--- config.mk ---
export PLATFORM = sky130hd
export DESIGN_NAME = iot_event_serializer
export DESIGN_NICKNAME = d
export VERILOG_FILES = /design/src/rtl/iot_event_serializer.sv
export SDC_FILE = /design/constraint.sdc
export NUM_CORES = 1
export LEC_CHECK = 0
export CORE_MARGIN = 2
export CORE_UTILIZATION = 40
export CTS_BUF_LIST = sky130_fd_sc_hd__clkbuf_8
export DETAILED_ROUTE_END_ITERATION = 12
export SLEW_MARGIN = 40
export SYNTH_ARGS = -nofsm -noshare
export SYNTH_HDL_FRONTEND = slang
export SYNTH_SLANG_ARGS = --single-unit
--- constraint.sdc ---
create_clock -name clk -period 10.98 [get_ports clk]
set_input_delay 1.098 -clock clk [delete_from_list [all_inputs] [get_ports clk]]
set_output_delay 1.098 -clock clk [all_outputs]
set_load 0.05 [all_outputs]
--- src/rtl/iot_event_serializer.sv ---
// Per-device on/off transition detector and round-robin event serializer feeding a up/down monitor.
// Optional input debouncing is enabled by defining DEBOUNCE_EN (DEB_CYCLES stable cycles per level).
module iot_event_serializer #(
  parameter int N_DEV      = 8,
  parameter int ID_W       = $clog2(N_DEV),
  parameter int DEB_CYCLES = 4
) (
  input  logic              clk,
  input  logic              rst,
  input  logic [N_DEV-1:0]  dev_status,
  output logic              change,
  output logic              on_off,
  output logic [ID_W-1:0]   dev_id,
  output logic              busy
);

  logic [N_DEV-1:0] samp_q;
  logic [N_DEV-1:0] prev_q;
  logic [N_DEV-1:0] pend_q, pend_d;
  logic [N_DEV-1:0] dir_q, dir_d;
  logic [ID_W-1:0]  ptr_q, ptr_d;
  logic             change_q, change_d;
  logic             on_off_q, on_off_d;
  logic [ID_W-1:0]  dev_id_q, dev_id_d;
  logic             busy_q, busy_d;

  logic [N_DEV-1:0] lvl_s;
  logic [N_DEV-1:0] edge_s;
  logic             found_s;
  logic [ID_W-1:0]  gidx_s;

`ifdef DEBOUNCE_EN
  logic [N_DEV-1:0] acc_q, acc_d;
  logic [7:0]       cnt_q [N_DEV];
  logic [7:0]       cnt_d [N_DEV];

  // A level is accepted only after the sample disagrees with it for DEB_CYCLES cycles in a row
  always_comb begin
    acc_d = acc_q;
    for (int i = 0; i < N_DEV; i++) begin
      cnt_d[i] = cnt_q[i];
      if (samp_q[i] != acc_q[i]) begin
        if (cnt_q[i] == 8'(DEB_CYCLES - 1)) begin
          acc_d[i] = samp_q[i];
          cnt_d[i] = 8'd0;
        end else begin
          cnt_d[i] = cnt_q[i] + 8'd1;
        end
      end else begin
        cnt_d[i] = 8'd0;
      end
    end
  end

  // Debounce state registers
  always_ff @(posedge clk) begin
    if (rst) begin
      acc_q <= '0;
      for (int i = 0; i < N_DEV; i++) begin
        cnt_q[i] <= 8'd0;
      end
    end else begin
      acc_q <= acc_d;
      for (int i = 0; i < N_DEV; i++) begin
        cnt_q[i] <= cnt_d[i];
      end
    end
  end

  assign lvl_s = acc_q;
`else
  assign lvl_s = samp_q;
`endif

  assign edge_s = lvl_s ^ prev_q;

  // Round-robin search over pending devices, starting at the pointer
  always_comb begin
    int sum;
    logic [ID_W-1:0] idx;
    found_s = 1'b0;
    gidx_s  = '0;
    sum     = 0;
    idx     = '0;
    for (int k = 0; k < N_DEV; k++) begin
      sum = int'(ptr_q) + k;
      if (sum >= N_DEV) begin
        sum = sum - N_DEV;
      end else begin
        sum = sum;
      end
      idx = ID_W'(sum);
      if (pend_q[idx] && !found_s) begin
        found_s = 1'b1;
        gidx_s  = idx;
      end else begin
        found_s = found_s;
      end
    end
  end

  // Pending/direction update: a second edge before service cancels the first
  always_comb begin
    pend_d = pend_q;
    dir_d  = dir_q;
    for (int i = 0; i < N_DEV; i++) begin
      if (edge_s[i]) begin
        if (pend_q[i] && !(found_s && (gidx_s == ID_W'(i)))) begin
          pend_d[i] = 1'b0;
        end else begin
          pend_d[i] = 1'b1;
          dir_d[i]  = lvl_s[i];
        end
      end else if (found_s && (gidx_s == ID_W'(i))) begin
        pend_d[i] = 1'b0;
      end else begin
        pend_d[i] = pend_q[i];
      end
    end
  end

  // Grant outputs and pointer advance
  always_comb begin
    change_d = found_s;
    busy_d   = |pend_d;
    if (found_s) begin
      on_off_d = dir_q[gidx_s];
      dev_id_d = gidx_s;
      if (gidx_s == ID_W'(N_DEV - 1)) begin
        ptr_d = '0;
      end else begin
        ptr_d = gidx_s + ID_W'(1);
      end
    end else begin
      on_off_d = 1'b0;
      dev_id_d = dev_id_q;
      ptr_d    = ptr_q;
    end
  end

  // Pipeline and output registers
  always_ff @(posedge clk) begin
    if (rst) begin
      samp_q   <= '0;
      prev_q   <= '0;
      pend_q   <= '0;
      dir_q    <= '0;
      ptr_q    <= '0;
      change_q <= 1'b0;
      on_off_q <= 1'b0;
      dev_id_q <= '0;
      busy_q   <= 1'b0;
    end else begin
      samp_q   <= dev_status;
      prev_q   <= lvl_s;
      pend_q   <= pend_d;
      dir_q    <= dir_d;
      ptr_q    <= ptr_d;
      change_q <= change_d;
      on_off_q <= on_off_d;
      dev_id_q <= dev_id_d;
      busy_q   <= busy_d;
    end
  end

  assign change = change_q;
  assign on_off = on_off_q;
  assign dev_id = dev_id_q;
  assign busy   = busy_q;

endmodule

==> results of run 1 <==
-- sequential cells by signal (all words and copies together) (netlist names) --
register  flops
dir_q         8
lvl_s         8
pend_q        8
prev_q        8
dev_id        3
ptr_q         3
busy          1
change        1
on_off        1
-- worst max-delay path: cells and delay by family, from the launching register on --
kind,cells,cell delay (ns)
DFF,1,0.62
buffers and inverters,2,0.43
AOI/OAI and AO/OA,2,0.43
and+or+nand+nor,8,1.37
adders and majority gates,3,1.30
muxes,2,0.87
-- cell families (layout without fill, tap and decap cells) --
family                     after synthesis  count (layout)  share of synthesized area [%]
muxes                                   41              41                           22.7
DFF                                     41              41                           32.7
adders and majority gates               11              11                           5.48
xor gates and xnor gates                11              11                           3.83
buffers and inverters                   20              32                           4.33
and+or+nand+nor                         98              98                           18.9
AOI/OAI and AO/OA                       43              43                           12.2
-- per-stage QoR --
stage / hold slack (ns) / std cells / setup WS, ns
floorplan: 0.460 / 265 / 7.15
detailed placement: 0.476 / 345 / 5.89
CTS: 0.486 / 352 / 5.86
finish: 0.473 / 352 / 5.84
global route: 0.509 / 352 / 5.39
global placement: 0.481 / 345 / 6.10
-- routing by layer --
metal | global-route usage [%] | part of all wire [%] | vias up
met5 | 0 | 0 | -
met4 | 8.79 | 3.9 | 0
met3 | 3.18 | 5.2 | 19
met2 | 27.2 | 48 | 69
met1 | 20.2 | 42 | 942
li1 | - | - | 974
-- layout make-up --
class	count	share of cell area, %
multi-input cells	204	56.9
flip-flops and latches	41	29.5
well taps	75	3.37
clock inverters	1	0.135
repair buffers	17	5.93
inverters	8	1.26
clock buffers	6	2.97
-- final timing paths --
path	to	slack (ns)	cells after the start
worst max-delay path	busy	5.84	17
worst min-delay path	dev_id[1]	0.47	2
worst max register to register	busy	5.84	17
worst min register to register	dev_id[1]	0.47	2
-- placed cells by master, fill, tap and decap left out, drive strengths merged, types with 6 or more instances in the layout --
cell type | synthesis | final
xor2 | 10 | 10
dfxtp | 41 | 41
ha | 11 | 11
clkdlybuf4s50 | 0 | 15
nand2 | 25 | 25
clkbuf | 6 | 6
mux4 | 11 | 11
mux2i | 26 | 26
nor2b | 16 | 16
nor2 | 32 | 32
inv | 6 | 7
o21ai | 13 | 13
==> flow_summary.ini, run 1 <==
[clock_network]
cts_sinks = 41
clk_pin_slew_worst_paths_ns = 0.07
clkLatencyLatePin_ns = 0.29
root_buffer = clkbuf_8
cts_buffers = 5
htree_levels = 2
cts_tree = done
cts_resized = 0
holdBufCountCts = 0
postCtsSetupBuffers = 0
clockBufferDepth = 2

[critical_path]
critPathKind = flop to flop
critical_path.endpoint_type = flop
cp.arrival_ns = 5.31
critPathSlowestCell = ha_1
path_cells = clkinv_1 -> ha_1 -> mux4_2 -> mux2i_1 -> a32oi_1 -> nor3_1 -> nand3_1 -> o311ai_2 -> or2_1 -> inv_2 -> ha_1 -> nand2_1 -> nand2_1 -> ha_1 -> nand4_1 -> nor2_1 -> nor2_1
required_ns = 11.15
r2r-start = ptr_q[1]
crit_path_start_kind = flop
cpPeakStageDelay_ns = 0.76
crit_start = ptr_q[1]
cpMostUsedCell = ha_1
crit_fanout = 14

[synth]
synth_cell_type_count = 55
synth_area_per_cell_um2 = 9.48
synth_top_area_cell = dfxtp_1
syn_nets = 286
synth-seq-cells = 41
synth_async_sr_flop_share_pct = 0
synth.top_cell.area_share_pct = 32.7
synth_cells = 265
ys_seq_area_share_pct = 32.7
synth_most_common_cell = dfxtp_1
synth.cell_area_mm2 = 0.00251
ys_top_cells_by_area = dfxtp_1 33%, mux2i_1 10%, mux4_2 9.9%
ys.flop_type = dfxtp_1
synth-warning-count = 0
synth_enable_flop_cells = 0
synth_commonest_cells = 41 x dfxtp_1, 31 x nor2_1, 25 x mux2i_1, 25 x nand2_1, 16 x nor2b_1

[timing]
setup_viol = 0
fmax_ghz = 0.195
worst_slew_pin_slew_ns = 0.605
fin_crit_sh_pct = 46.8
finalHoldViolCount = 0
layout_min_cycle_time_ns = 5.14
finalMaxSlewViolations = 0
rsz0062_at_grt = false
skew_ns = 0.00191
max-slew-margin-rel_pct = 59.7
setup_tns_ns = 0

[die]
die_area_mm2 = 0.00693
core_area_mm2 = 0.00599
fp.dieW_um = 83.3
row_count = 28
io_pins = 16
initial_core_util_pct = 41.9
die_h_um = 83.3

[cells_and_area]
drive_above_1_share_pct = 11.6
final_area_mm2 = 0.00278
diodes = 0
fillers = 560
multi_input_comb_area_mm2 = 0.00158
nets = 298
final_util_pct = 46.5
regArea_um2 = 821
area_growth_pct = 10.8

[global_routing]
gr-total-overflow = 0
grt_pass1_vias = 1984
grt_max_degree = 41
grt_util_all_layers_pct = 16.5
grt_antenna_before_repair = 0
grt_pass1_wl_um = 9430

[min_path]
hold_path.startpoint = dev_id[1]
hp-class = flop to flop

[drt]
wl_um = 5400
num_vias = 2004
routed_via_density = 5.69
wl_per_cell_um = 15.3
first_iter_violations = 150
drc_errors = 0
antenna_left = 0
dr.pass1.iters = 4

[placed_design]
place_congestion = 0.953
placed_area_mm2 = 0.00270
dp_hpwl_um = 4030
io_buffers = 15

[outcome]
status = completed

[run]
max_cap_violations = 0
Power of run 1 is left out: the tool's default activity adds up to more than one toggle a clock period on the data nets, which glitch-free logic cannot reach.
==> run 2: changes to the inputs <==
==> constraint.sdc (replaced) <==
create_clock -name clk -period 5 [get_ports clk]
set_input_delay 0.5 -clock clk [delete_from_list [all_inputs] [get_ports clk]]
set_output_delay 0.5 -clock clk [all_outputs]
set_load 0.05 [all_outputs]
==> run 2 against run 1 <==
Die area did not move. Fmax grew 24%. Worst hold slack improved by 0.00077 ns. First-iteration DRC count shrank 21%. Critical endpoint unchanged. Largest cell class unchanged. Highest routed layer unchanged. Sequential share of layout area fell by 0.77 points. Sequential cell count is the same.
==> flow_summary.ini, run 2 (synthesized netlist as in run 1, its figures left out) <==
[outcome]
status = completed

[drt]
routed_via_density = 5.60
first_iter_violations = 118
antenna_left = 0
dr.pass1.iters = 4
drc_errors = 0
num_vias = 2010
wl_um = 5680
wl_per_cell_um = 15.8

[global_routing]
grt_max_degree = 41
grt_util_all_layers_pct = 16.6
gr-total-overflow = 0
grt_pass1_wl_um = 9370
grt_antenna_before_repair = 0
grt_pass1_vias = 1896

[timing]
finalHoldViolCount = 0
setup_tns_ns = 0
setup_viol = 0
max-slew-margin-rel_pct = 56.6
finalWorstSetupSlack_ns = 0.842
worst_slew_pin_slew_ns = 0.651
layout_min_cycle_time_ns = 4.16
fin_crit_sh_pct = 83.2
holdWs_ns = 0.474
finalMaxSlewViolations = 0
rsz0062_at_grt = false
fmax_ghz = 0.240
skew_ns = 0.00482

[critical_path]
required_ns = 5.17
critical_path_buf_inv_count = 3
r2r_cells = 17
crit_path_start_kind = flop
path_cells = inv_1 -> ha_1 -> mux4_2 -> mux2i_1 -> a32oi_1 -> nor3_1 -> buf_4 -> a221oi_2 -> or2_1 -> inv_2 -> ha_1 -> nand2_1 -> nand2_1 -> ha_1 -> nand4_1 -> nor2_1 -> nor2_1
crit_fanout = 9
critical-path-top-delay-family = adder cells
critical_path.endpoint_type = flop
cp.arrival_ns = 4.33
critPathSlowestCell = a32oi_1
critPathKind = flop to flop
cpMostUsedCell = ha_1
worst-path-stages = 17
cpPeakStageDelay_ns = 0.58

[clock_network]
holdBufCountCts = 0
cts_buffers = 5
clockBufferDepth = 2
htree_levels = 2
postCtsSetupBuffers = 0
cts_sinks = 41
cts_tree = done
clk_pin_slew_worst_paths_ns = 0.07
clkLatencyLatePin_ns = 0.29
cts_resized = 0
root_buffer = clkbuf_8

[die]
fp.dieW_um = 83.3
initial_core_util_pct = 41.9
die_h_um = 83.3
io_pins = 16
core_area_mm2 = 0.00599
row_count = 28
die_area_mm2 = 0.00693

[placed_design]
dp_hpwl_um = 4270
io_buffers = 15
post-place-ws_ns = 0.886
place_congestion = 0.900

[cells_and_area]
area_growth_pct = 13.8
mostFrequentLayoutCells = 41 x dfxtp_1, 31 x nor2_1, 25 x mux2i_1, 25 x nand2_1, 16 x nor2b_1
nets = 304
drive_above_1_share_pct = 13.7
diodes = 0
final_common_cell = dfxtp_1

[min_path]
hp-class = flop to flop
hold_depth = 2

[run]
max_cap_violations = 0
-- run 2: per-stage QoR --
stage	utilization [%]	area [um^2]	instances
2_1_floorplan	-	2510	265
3_3_place_gp	45.8	2740	351
3_5_place_dp	45.8	2740	351
4_1_cts	47.7	2860	359
5_1_grt	47.7	2860	359
6_report	47.7	2860	359
-- run 2: path summary, 6_finish.rpt --
path / to / start / slack [ns]
worst max register to register: busy / ptr_q[0] / 0.84
worst min-delay path: dev_id[1] / dev_id[1] / 0.47
worst min register to register: dev_id[1] / dev_id[1] / 0.47
worst max-delay path: busy / ptr_q[0] / 0.84
-- run 2: worst min-delay path, cell delays in order, from the launching register on --
cell and delay (ns):
dfxtp_1 0.32, nand2_1 0.05, a21oi_1 0.06
-- run 2: layer usage --
layer  vias up  track usage, %  part of all wire, %
met2        43            28.4                   49
met1       956            20.8                   45
met5         -               0                    0
met4         0            6.56                  2.4
met3        14            2.78                  3.4
li1        997               -                    -
-- run 2: final cells by class --
cell class              count  area, um^2
well taps                  75        93.8
fillers                   587        3130
repair buffers             23         210
inverters                   8        35.0
multi-input cells         204        1580
clock inverters             2        33.8
flip-flops and latches     41         821
clock buffers               6        82.6
Power of run 2 is left out for the same reason.
